File: src/rtl/fifo_rd_stream_pkg.sv
// Shared constants for the SyncFIFO read-side stream adapter (buffer FSM encodings, buffer depth).
// Optional m_last burst marking is enabled by defining FIFO_RD_STREAM_LAST_EN.
package fifo_rd_stream_pkg;

    // Encodings equal the number of buffered words, so the state doubles as the count.
    localparam logic [1:0] S_EMPTY = 2'd0;
    localparam logic [1:0] S_ONE   = 2'd1;
    localparam logic [1:0] S_TWO   = 2'd2;

    localparam int FRS_BUF_DEPTH = 2;

endpackage

File: src/rtl/stream_skid_buf.sv
// Two-entry in-order output buffer for fifo_rd_stream; slot0 always holds the oldest word.
// Handshake: a word leaves when valid_o & pop_i; push_i is only raised when a free slot is guaranteed.
module stream_skid_buf
    import fifo_rd_stream_pkg::*;
#(
    parameter int WIDTH = 4
) (
    input  logic             clk,
    input  logic             srst,
    input  logic             push_i,
    input  logic [WIDTH-1:0] push_data_i,
    input  logic             pop_i,
    output logic             valid_o,
    output logic [WIDTH-1:0] data_o,
    output logic [1:0]       state_o
);

    logic [1:0]       state_q, state_d;
    logic [WIDTH-1:0] slot0_q, slot0_d;
    logic [WIDTH-1:0] slot1_q, slot1_d;

    always_comb begin
        state_d = state_q;
        slot0_d = slot0_q;
        slot1_d = slot1_q;
        case (state_q)
            S_EMPTY: begin
                if (push_i) begin
                    slot0_d = push_data_i;
                    state_d = S_ONE;
                end
            end
            S_ONE: begin
                if (push_i && pop_i) begin
                    slot0_d = push_data_i;
                end else if (push_i) begin
                    slot1_d = push_data_i;
                    state_d = S_TWO;
                end else if (pop_i) begin
                    state_d = S_EMPTY;
                end
            end
            S_TWO: begin
                if (pop_i) begin
                    slot0_d = slot1_q;
                    state_d = S_ONE;
                end
            end
            default: state_d = S_EMPTY;
        endcase
    end

    always_ff @(posedge clk) begin
        if (srst) begin
            state_q <= S_EMPTY;
            slot0_q <= '0;
            slot1_q <= '0;
        end else begin
            state_q <= state_d;
            slot0_q <= slot0_d;
            slot1_q <= slot1_d;
        end
    end

    // The read-credit rule upstream must never deliver a word into a full buffer.
    assert property (@(posedge clk) disable iff (srst) !(push_i && state_q == S_TWO));

    assign valid_o = (state_q != S_EMPTY);
    assign data_o  = slot0_q;
    assign state_o = state_q;

endmodule

File: src/rtl/fifo_rd_stream.sv
// Read-side adapter from a SyncFIFO (1-clk read latency) to a valid/ready stream with a 2-word prefetch.
// Define FIFO_RD_STREAM_LAST_EN to build the burst counter that drives m_last; otherwise m_last is 0.
module fifo_rd_stream
    import fifo_rd_stream_pkg::*;
#(
    parameter int WIDTH = 4,
    parameter int BURST = 4
) (
    input  logic             clk,
    input  logic             srst,
    input  logic             f_empty,
    output logic             f_rden,
    input  logic [WIDTH-1:0] f_rddata,
    output logic             m_valid,
    input  logic             m_ready,
    output logic [WIDTH-1:0] m_data,
    output logic             m_last
);

    logic       inflight_q, inflight_d;
    logic [1:0] buf_state;
    logic [1:0] occ;
    logic       pop;

    if (BURST < 1) begin : g_burst_check
        $error("fifo_rd_stream: BURST must be at least 1");
    end

    stream_skid_buf #(
        .WIDTH(WIDTH)
    ) u_buf (
        .clk         (clk),
        .srst        (srst),
        .push_i      (inflight_q),
        .push_data_i (f_rddata),
        .pop_i       (pop),
        .valid_o     (m_valid),
        .data_o      (m_data),
        .state_o     (buf_state)
    );

    assign pop = m_valid & m_ready;
    // Words already owned by this block: buffered ones plus the one the FIFO is returning now.
    assign occ = buf_state + {1'b0, inflight_q};
    assign f_rden = ~f_empty & ((occ < 2'(FRS_BUF_DEPTH)) | ((occ == 2'(FRS_BUF_DEPTH)) & pop));
    assign inflight_d = f_rden;

    always_ff @(posedge clk) begin
        if (srst) begin
            inflight_q <= 1'b0;
        end else begin
            inflight_q <= inflight_d;
        end
    end

`ifdef FIFO_RD_STREAM_LAST_EN
    localparam int CW = $clog2(BURST + 1);

    logic [CW-1:0] beat_q, beat_d;
    logic          at_end;

    assign at_end = (beat_q == CW'(BURST - 1));

    always_comb begin
        beat_d = beat_q;
        if (pop) begin
            beat_d = at_end ? '0 : beat_q + CW'(1);
        end
    end

    always_ff @(posedge clk) begin
        if (srst) begin
            beat_q <= '0;
        end else begin
            beat_q <= beat_d;
        end
    end

    assign m_last = m_valid & at_end;
`else
    assign m_last = 1'b0;
`endif

endmodule
File: config.mk
export PLATFORM = sky130hd
export DESIGN_NAME = fifo_rd_stream
export DESIGN_NICKNAME = d
export VERILOG_FILES = /design/src/rtl/fifo_rd_stream_pkg.sv /design/src/rtl/stream_skid_buf.sv /design/src/rtl/fifo_rd_stream.sv
export SDC_FILE = /design/constraint.sdc
export NUM_CORES = 1
export LEC_CHECK = 0
export CAP_MARGIN = 30
export CORE_AREA = 2 2 39 41
export DETAILED_ROUTE_END_ITERATION = 10
export DIE_AREA = 0 0 41 43
export DONT_BUFFER_PORTS = 1
export GPL_TIMING_DRIVEN = 0
export SLEW_MARGIN = 20
export SYNTH_ARGS = -nofsm -noshare
export SYNTH_HDL_FRONTEND = slang
export SYNTH_SLANG_ARGS = --single-unit
File: constraint.sdc
create_clock -name clk -period 1.4 [get_ports clk]
set_input_delay 0.21 -clock clk [delete_from_list [all_inputs] [get_ports clk]]
set_output_delay 0.21 -clock clk [all_outputs]
set_load 0.05 [all_outputs]
==> key figures, run 1 <==
Clock tree
  • CTS tree: done
  • Reg clk slew, reported paths: 0.07 ns
  • H-tree depth: 1
  • Num CTS Buffers: 3
  • Clk sink count: 11
  • Clock tree buffer depth: 2
  • Root Driver: clkbuf_4
  • Worst-Skew Late Latency: 0.27 ns

Pwr
  • Lkg Pwr: 0.2807 nW
  • Pwr dens: a little over 1000 nW/um^2
  • Total power: between 0.6 and 0.7 mW
  • Maximum vdd drop: 0.0005314 V

Timing
  • Fin. Hold Viols: 0
  • Fmax: 579.8 MHz
  • Fin. max-slew vios: 0
  • Worst-case clock skew: 0.006577 ns
  • Worst Max-Slew Pin Slew: 0.5273 ns
  • Final Cycle Share: 123.2%
  • Setup_tns: -0.3247 ns
  • WHS: ~0.092 ns
  • Worst slew margin: between 60% and 70%
  • RSZ-0062 raised after global routing: yes
  • Final worst setup slack: -0.3247 ns
  • Fin crit period: 1.725 ns
  • Final count of negative-setup-slack endpoints: 1

Outcome
  • Failing checks: negative setup slack
  • Outcome: complete, but fails checks

Yosys
  • Gate Count Post-Synth: 58
  • Synth warn: 0
  • Mapped cell area: 570.5 um^2
  • Sequential fraction of the synthesis area: 38.60%
  • Syn avg cell area: about 9.8 um^2
  • Cell variety after synth: 23
  • FF+latch count, synth: 11
  • Post-Syn Nets: 67

Global route
  • Vias in the first global route: 393
  • Pin count of the biggest net entering global routing: 11
  • First-pass GRT wire length: 1656 um
  • GRT Resource Usage Total: 14.56%
  • Initial antenna violation count: 0
  • Remaining Overflow, GRT: 0

Routing
  • Initial drt markers: 9
  • Final wirelength: between 900 and 1000 um
  • Antenna Nets Post-Route: 0
  • Vias: between 400 and 500
  • Vias per inst: 5.358
  • Routed len/inst: 12.33 um
  • DRC: 0
  • First-pass DRT Iterations: 3

Setup path
  • Worst R2R Start: inflight_q$_SDFF_PP0_
  • CP startpoint kind: flip-flop
  • Crit. Startpoint: inflight_q$_SDFF_PP0_
  • FF-to-FF path depth: 4
  • Crit Path Class: reg -> out
  • Arrival time of the worst setup path: 1.51 ns
  • Reg2reg end: u_buf.data_o[2]$_SDFFE_PP0P_
  • Worst EP required: 1.19 ns
  • Critical Path End: f_rden
  • Critical path peak fanout: 2
  • Internal reg-to-reg setup slack: around 0.15 ns
  • CP Capture Type: output port

Floorplanning
  • IO Count: 15
  • Row cnt: 14
  • Die Wd: 41 um
  • Die ar.: ~1800 um^2
  • Initial core utilization: 41.23%
  • Die Y: 43 um
  • Core Box Area: 1384 um^2

Placed design
  • DP Wirelength: 718 um
  • Placement Setup Slack: -0.08195 ns
  • # port buffers: 0
  • Cells after DPL: 74
  • RePlAce Congestion: 0.6183

Final layout
  • Share of layout cells above drive strength 1: 29.23%
  • Most common cell after layout, fill and taps aside: dfxtp_1
  • Fill cells: 139
  • Inserted Diodes: 0
  • Area Growth Syn to Fin: 20.39%
  • Nets: 75
  • Finished Layout Cells: about 80
  • Footprint of the multi-input gates: approximately 360 um^2
  • Most frequent cells in the layout: 9 x dfxtp_1, 8 x mux2i_1, 8 x a211oi_1, 5 x buf_4, 5 x nor2_1
  • FF/Latch Area: 227.7 um^2

Hold path
  • Hold WC Path Type: in -> reg

Run
  • # Max-Cap Violations: 0
==> state kept, by name, indices dropped and copies added, names as in the netlist <==
name	count
u_buf.data_o	4
u_buf.state_o	2
u_buf.slot1_q	4
inflight_q	1
==> worst max-delay path: stages (launching register included) <==
cell	delay, ns
dfxtp_4	0.35
ha_4	0.24
nor2b_4	0.11
a21oi_2	0.08
nor3_4	0.47
==> final cells by class <==
class	instances	area share, %
tap	16	2.914
buffer	4	4.554
sequential	11	33.15
timing repair buffer	3	3.643
clock buffer	4	3.825
multi-input combinational	43	51.91
==> metal layers <==
metal  vias to the layer above  wire length, um  global-route usage (%)
li1                        227                -                       -
met1                       197              484                   19.74
met2                        10              453                   18.44
met3                         0               61                   9.948
met4                         0                0                   4.000
met5                         -                0                       0
==> synthesized netlist by cell type <==
library cell | instances | area [um^2]
a211oi_1 | 8 | 60.06
a21o_1 | 2 | 15.01
a21oi_1 | 2 | 10.01
and2_2 | 1 | 7.510
and3b_4 | 1 | 12.51
and4bb_2 | 1 | 12.51
buf_4 | 3 | 22.52
conb_1 | 1 | 3.750
dfxtp_1 | 11 | 220.2
dlygate4sd1_1 | 1 | 8.760
ha_1 | 1 | 12.51
mux2i_1 | 8 | 80.08
nand2_1 | 1 | 3.750
nand2b_1 | 3 | 18.77
nor2_1 | 5 | 18.77
nor2b_1 | 2 | 12.51
nor3_1 | 1 | 5.000
nor3b_1 | 1 | 7.510
nor4_1 | 1 | 6.260
o21ba_2 | 1 | 10.01
o21bai_1 | 1 | 7.510
or2_2 | 1 | 6.260
or3b_1 | 1 | 8.760
==> worst min-delay path by stage <==
| stage | from | endpoint | slack, ns | depth (start not counted) |
|---|---|---|---|---|
| finish | f_rddata[1] | u_buf.slot1_q[1]$_SDFFE_PP0P_ | 0.09 | 2 |
| floorplan | f_empty | inflight_q$_SDFF_PP0_ | 0.28 | 1 |
| global route | srst | u_buf.state_o[1]$_SDFFE_PP0P_ | 0.09 | 1 |
| global placement | f_empty | inflight_q$_SDFF_PP0_ | 0.29 | 1 |
| detailed placement | f_empty | inflight_q$_SDFF_PP0_ | 0.29 | 1 |
| CTS | f_rddata[1] | u_buf.slot1_q[1]$_SDFFE_PP0P_ | 0.09 | 2 |
==> power by group <==
| group | internal, mW | switching, mW | total [mW] |
|---|---|---|---|
| clock network | 0.110 | 0.101 | 0.212 |
| logic | 0.0517 | 0.0598 | 0.111 |
| registers | 0.327 | 0.0427 | 0.370 |
==> repair_timing <==
| action | in CTS | in global routing |
|---|---|---|
| setup endpoints to repair | 1 | 1 |
| gates resized for setup | 2 | 0 |
| hold endpoints to repair | 1 | 0 |
| buffers inserted | 2 | 0 |
| hold buffers | 1 | 0 |
| pin swaps | 1 | 0 |
==> stage by stage <==
step	util (%)	cell area, um^2
finish	49.64	686.9
CTS	49.64	686.9
global route	49.64	686.9
global placement	45.57	630.6
floorplan	-	610.6
detailed placement	45.57	630.6
==> kinds of logic after synthesis <==
family                     Yosys count  share of synthesized area, %
and+or+nand+nor                     19                         21.05
AOI/OAI and AO/OA                   14                         17.98
DFF                                 11                         38.60
muxes                                8                         14.04
other                                1                        0.6573
adders and majority gates            1                         2.193
buffers and inverters                4                         5.482
(Power assumes the default switching activity.)
==> run 2: changes to the inputs <==
--- a/config.mk
+++ b/config.mk
@@ -5,6 +5,7 @@
 export SDC_FILE = /design/constraint.sdc
 export NUM_CORES = 1
 export LEC_CHECK = 0
+export ABC_AREA = 1
 export CAP_MARGIN = 30
 export CORE_AREA = 2 2 39 41
 export DETAILED_ROUTE_END_ITERATION = 10
==> run 2 against run 1 <==
The flow still finishes with violations (negative setup slack). Fmax up 7.6%. Clock skew about the same. Critical path type unchanged. Synthesized area up 7.5%. Critical endpoint unchanged. Critical path depth up 2. Register-to-register slack worse by 0.03 ns. Clock-buffer cell count unchanged. Largest cell class unchanged. Flip-flop and latch count unchanged. Die area unchanged. Cell area up 10%.
==> key figures, run 2 <==
Global route
  • Vias in the first global route: between 400 and 500
  • Met3 usage: 10.47%
  • First-pass GRT wire length: between 1500 and 2000 um
  • GR peak layer: met2
  • GRT Resource Usage Total: 16.16%
  • M1 GR Usage: 21.31%
  • GRT met2 Usage: 22.50%
  • Pin count of the biggest net entering global routing: 10
  • Remaining Overflow, GRT: 0
  • Initial antenna violation count: 0

Pwr
  • Pwr dens: 951.4 nW/um^2
  • Lkg Pwr: 0.3997 nW
  • Total power: 0.7214 mW
  • Maximum vdd drop: between 0.0005 and 0.0006 V

Setup path
  • Reg2reg end: inflight_q$_SDFF_PP0_
  • Arrival time of the worst setup path: 1.39 ns
  • Crit Path Class: reg -> out
  • CP Cell Sequence: ha_4 > nor2_2 > nand2_4 > nand2_2 > nand2_2 > clkinvlp_4
  • Critical Path Max Stage Delay: 0.37 ns
  • Critical path peak fanout: 3
  • Worst R2R Start: u_buf.state_o[0]$_SDFFE_PP0P_
  • Crit-path most repeated cell: nand2_2
  • Worst EP required: 1.19 ns
  • Crit. Startpoint: u_buf.state_o[0]$_SDFFE_PP0P_
  • CP startpoint kind: flip-flop
  • Slowest cell on the critical path: dfxtp_4
  • FF-to-FF path depth: 8
  • Internal reg-to-reg setup slack: 0.12 ns
  • CP Capture Type: output port

Timing
  • Worst slew margin: 66.49%
  • Final Cycle Share: 114.5%
  • Fin crit period: 1.603 ns
  • Worst-case clock skew: 0.006105 ns
  • Worst Max-Slew Pin Slew: 0.5020 ns
  • WHS: 0.1309 ns
  • Fmax: 624.0 MHz
  • RSZ-0062 raised after global routing: yes
  • Fin. max-slew vios: 0
  • Final count of negative-setup-slack endpoints: 1
  • Final worst setup slack: -0.2027 ns
  • Fin. Hold Viols: 0

Routing
  • Vias per inst: 4.560
  • Vias: 570
  • First-pass DRT Iterations: 4
  • Routed len/inst: ~9.4 um
  • Initial drt markers: 10
  • DRC: 0
  • Antenna Nets Post-Route: 0
  • Final wirelength: 1180 um

Hold path
  • Min-Delay Endpoint: u_buf.state_o[0]$_SDFFE_PP0P_
  • Worst min-delay path startpoint: m_ready
  • Hold WC Path Type: in -> reg
  • Hold Crit Depth: 3

Yosys
  • Sequential fraction of the synthesis area: 35.92%
  • Gate Count Post-Synth: roughly 100
  • Post-synth top area share: a little over a third
  • Mapped cell area: around 600 um^2
  • Cell variety after synth: 20
  • Yosys top cell by area: dfxtp_1
  • FF+latch count, synth: 11
  • Top_reg_cell synth: dfxtp_1
  • Top post-synthesis cells by count: 32 x nand2_1, 19 x nor2_1, 12 x inv_1, 11 x dfxtp_1
  • Number of synthesized flops with an enable pin: 0
  • Synth warn: 0
  • Cell with the most instances after synthesis: nand2_1
  • Synth top area cells: dfxtp_1 36%, nand2_1 20%, nor2_1 12%
  • Syn avg cell area: between 6 and 7 um^2
  • Post-Syn Nets: 108
  • FFs w/ async S/R, synth: 0%

Final layout
  • Nets: around 120
  • Inserted Diodes: 0
  • Area Growth Syn to Fin: 23.67%
  • Most frequent cells in the layout: 29 x nand2_1, 17 x nor2_1, 11 x inv_1, 9 x dfxtp_1, 6 x buf_4
  • Share of layout cells above drive strength 1: between 20 and 30%
  • Most common cell after layout, fill and taps aside: nand2_1
  • Finished Layout Cells: 125

Floorplanning
  • Die ar.: 1763 um^2
  • IO Count: 15
  • Row cnt: 14
  • Die Wd: 41 um
  • Initial core utilization: 44.30%
  • Core Box Area: 1384 um^2
  • Die Y: between 40 and 50 um

Placed design
  • # port buffers: 0
  • Cells after DPL: 115
  • RePlAce Congestion: between 0.7 and 0.8
  • DP Wirelength: 829.2 um

Clock tree
  • Num CTS Buffers: 3
  • CTS tree: done
  • Clock tree buffer depth: 2
  • Reg clk slew, reported paths: 0.07 ns
  • Root Driver: clkbuf_4
  • Worst-Skew Late Latency: 0.27 ns
  • Clk sink count: 11
  • H-tree depth: 1

Outcome
  • Failing checks: negative setup slack
  • Outcome: complete, but fails checks

Run
  • # Max-Cap Violations: 0
-- run 2: cell count changes after synthesis, sizes merged, moves of 2 or more --
| cell | previous run | this run |
|---|---|---|
| clkinv | 0 | 2 |
| nor2 | 5 | 20 |
| nor2b | 2 | 0 |
| nand2b | 3 | 0 |
| nand2 | 1 | 35 |
| nand4 | 0 | 4 |
| a21o | 2 | 0 |
| nand3 | 0 | 2 |
| mux2i | 8 | 0 |
| inv | 0 | 16 |
| a211oi | 8 | 0 |
-- run 2: through the flow --
step | util, % | worst slack (ns) | setup TNS (ns) | cell area [um^2]
2_1_floorplan | - | 0.004660 | 0 | 619.3
3_3_place_gp | 46.20 | -0.04654 | -0.04654 | 639.4
3_5_place_dp | 46.20 | -0.06294 | -0.06294 | 639.4
4_1_cts | 53.35 | -0.2113 | -0.2113 | 738.2
5_1_grt | 54.79 | -0.2595 | -0.2595 | 758.2
6_report | 54.79 | -0.2027 | -0.2027 | 758.2
-- run 2: layout make-up --
type	instances	area [um^2]
sequential	11	227.7
multi-input combinational	68	346.6
timing repair buffer	6	47.55
fill	142	625.6
buffer	2	12.51
tap	16	20.02
clock buffer	4	26.28
inverter	18	77.57
-- run 2: cells by family (layout without fill, tap and decap cells) --
group           count (synthesis)  in the layout  synth area share (%)
other cells                     1              1                0.6117
compound gates                  4              4                 3.264
xor+xnor                        1              1                 1.429
buf+inv                        20             30                 13.26
flops                          11             11                 35.92
simple gates                   61             61                 43.47
fa+ha+maj                       1              1                 2.040
-- run 2: worst max-delay path by stage --
stage | endpoint | slack, ns | depth (start not counted)
floorplan | f_rden | 0.005 | 6
global placement | f_rden | -0.05 | 6
detailed placement | f_rden | -0.06 | 6
CTS | f_rden | -0.21 | 6
global route | f_rden | -0.26 | 6
finish | f_rden | -0.20 | 6
-- run 2: routing by layer --
metal	vias to the layer above	part of all wire, %
li1	312	-
met1	242	47
met2	14	46
met3	2	6.5
met4	0	0.68
met5	-	0
-- run 2: timing repair --
action                                  in CTS  in global routing
pin swaps                                    5                  3
buffers inserted                             4                  1
hold endpoints to repair                     3                  0
cloned                                       0                  0
gates resized for setup                      8                  4
endpoints found under the setup margin       1                  1
hold buffers                                 1                  0
-- run 2: report_power, final --
group	switching (mW)	internal, mW
registers	0.0431	0.326
clock network	0.110	0.110
logic	0.0847	0.0472
total	0.238	0.483
-- run 2: critical path, delay by kind of cell, from the launching register on --
family                   cells  cell delay (ns)
adder cells (fa/ha/maj)      1             0.26
buffers and inverters        1             0.24
flip-flops                   1             0.37
AND/OR/NAND/NOR              4             0.25
==> run 3: changes to the inputs <==
==> constraint.sdc (replaced) <==
create_clock -name clk -period 1.4 [get_ports clk]
set_input_delay 0.21 -clock clk [delete_from_list [all_inputs] [get_ports clk]]
set_output_delay 0.21 -clock clk [all_outputs]
set_load 0.02 [all_outputs]
==> run 3 against run 2 <==
The flow now finishes without violations. Critical endpoint unchanged. Non-clock buffer count is 2 higher. Sequential share of layout area rose by 0.22 points. Final cell count up 1.6%. Critical path depth is the same. Cell area is 0.16% lower. First-iteration DRC count down 80%. Die area unchanged. Via count grew 0.88%. Highest routed layer is now met3. Register-to-register slack lost 0.05 ns. Wire length up 1.7%. Sequential power shrank 5.7%.
==> key figures, run 3 (synthesis results as in run 2) <==
Global route
  • First-pass GRT wire length: 2056 um
  • Vias in the first global route: 486
  • Initial antenna violation count: 0
  • GRT Resource Usage Total: 16.92%
  • Pin count of the biggest net entering global routing: 10
  • Remaining Overflow, GRT: 0

Setup path
  • Critical Path Max Stage Delay: 0.36 ns
  • CP startpoint kind: flip-flop
  • Delay-heaviest family, CP: flip-flops
  • Critical path peak fanout: 3
  • Arrival time of the worst setup path: 1.19 ns
  • Crit Path Class: reg -> out
  • Crit-path most repeated cell: nand2_2
  • Crit path buffers/inverters: 1
  • Worst EP required: 1.19 ns
  • CP Capture Type: output port
  • Slowest cell on the critical path: dfxtp_4
  • CP Cell Sequence: ha_4 > nor2_2 > nand2_1 > nand2_2 > nand2_2 > inv_4

Pwr
  • Switching share of power: approximately 29%
  • Sequential share of power: 51.3%
  • Clock power share: 31.6%
  • Pwr dens: roughly 900 nW/um^2
  • Internal: 0.4835 mW
  • Maximum vdd drop: between 0.0004 and 0.0005 V
  • Logic pwr share: 17.2%
  • Net Sw Power: 0.1953 mW
  • Lkg Pwr: just over 0.4 nW

Clock tree
  • Num CTS Buffers: 3
  • Clock tree buffer depth: 2
  • CTS tree: done
  • Root Driver: clkbuf_4
  • H-tree depth: 1
  • Clk sink count: 11
  • Worst-Skew Late Latency: 0.26 ns
  • Reg clk slew, reported paths: 0.07 ns

Routing
  • Vias per inst: ~4.5
  • Final wirelength: 1200 um
  • DRC: 0
  • First-pass DRT Iterations: 3
  • Vias: 575
  • Initial drt markers: 2
  • Antenna Nets Post-Route: 0
  • Routed len/inst: around 9.4 um

Floorplanning
  • IO Count: 15
  • Die Wd: approximately 41 um
  • Core Box Area: 1384 um^2
  • Initial core utilization: 44.30%
  • Row cnt: 14
  • Die Y: 43 um
  • Die ar.: 1763 um^2

Final layout
  • Final core occ: 54.70%
  • Most common cell after layout, fill and taps aside: nand2_1
  • Cell area after layout: 757.0 um^2
  • Area Growth Syn to Fin: 23.47%
  • Share of layout cells above drive strength 1: about 29%
  • Most frequent cells in the layout: 30 x nand2_1, 17 x nor2_1, 11 x inv_1, 8 x buf_4, 8 x dfxtp_1
  • Nets: between 100 and 150
  • Inserted Diodes: 0
  • Finished Layout Cells: 127

Placed design
  • # port buffers: 0
  • RePlAce Congestion: a little under 0.8
  • Area after DPL: 633.1 um^2
  • Cells after DPL: between 100 and 150
  • DP Wirelength: ~800 um
  • Placement Setup Slack: 0.09248 ns

Run
  • # Max-Cap Violations: 0

Timing
  • RSZ-0062 raised after global routing: yes
  • Final count of negative-setup-slack endpoints: 0
  • Fin. max-slew vios: 0
  • Worst-case clock skew: 0.003459 ns
  • Fmax: between 700 and 800 MHz
  • Setup_tns: 0 ns
  • Final worst setup slack: slightly below 0.002 ns
  • Final Cycle Share: 99.86%
  • Fin. Hold Viols: 0
  • Fin crit period: around 1.4 ns

Outcome
  • Outcome: finished clean

Hold path
  • Hold WC Path Type: in -> reg
-- run 3: cell type report --
| type | count | area (um^2) |
|---|---|---|
| Fill cell | 148 | 626.9 |
| Multi-Input combinational cell | 68 | 334.1 |
| Sequential cell | 11 | 229.0 |
| Inverter | 18 | 72.57 |
| Timing Repair Buffer | 8 | 62.56 |
| Clock buffer | 4 | 26.28 |
| Tap cell | 16 | 20.02 |
| Buffer | 2 | 12.51 |
-- run 3: tightest hold or removal path, cell delays in order --
cell and delay, ns:
nand2_1 0.03, nand3_1 0.07, a21oi_1 0.05
-- run 3: power by group through the flow --
stage	combinational, mW	sequential (mW)	clock (mW)
3_3_place_gp	0.0909	0.357	0
4_1_cts	0.110	0.350	0.224
5_1_grt	0.133	0.351	0.241
6_report	0.116	0.348	0.214
2_1_floorplan	0.0797	0.355	0
3_5_place_dp	0.0916	0.357	0
-- run 3: stage by stage --
stage / power (mW) / hold slack (ns)
6_report: 0.6788 / 0.1468
5_1_grt: 0.7253 / 0.1482
4_1_cts: 0.6838 / 0.1402
3_5_place_dp: 0.4484 / 0.2822
3_3_place_gp: 0.4476 / 0.2800
2_1_floorplan: 0.4345 / 0.2791
-- run 3: final timing paths --
| kind | startpoint | depth (start not counted) | endpoint | slack [ns] |
|---|---|---|---|---|
| max | u_buf.state_o[0]$_SDFFE_PP0P_ | 6 | f_rden | 0.002 |
| min | m_ready | 3 | u_buf.state_o[0]$_SDFFE_PP0P_ | 0.15 |
| max reg2reg | u_buf.state_o[0]$_SDFFE_PP0P_ | 9 | inflight_q$_SDFF_PP0_ | 0.07 |
| min reg2reg | u_buf.slot1_q[1]$_SDFFE_PP0P_ | 2 | u_buf.slot1_q[1]$_SDFFE_PP0P_ | 0.47 |
-- run 3: timing repair --
item | in CTS | in global routing
resized for setup | 8 | 5
setup endpoints to repair | 1 | 2
endpoints found under the hold margin | 3 | 0
pin swaps | 3 | 3
setup buffers | 4 | 3
hold buffers | 1 | 0
-- run 3: layer usage --
metal	global-route usage (%)	up-vias	share of wire (%)	wire length, um
li1	-	320	-	-
met1	21.43	244	47	560
met2	25.31	11	48	580
met3	7.853	0	4.9	59
met4	4.000	0	0	0
met5	0	-	0	0
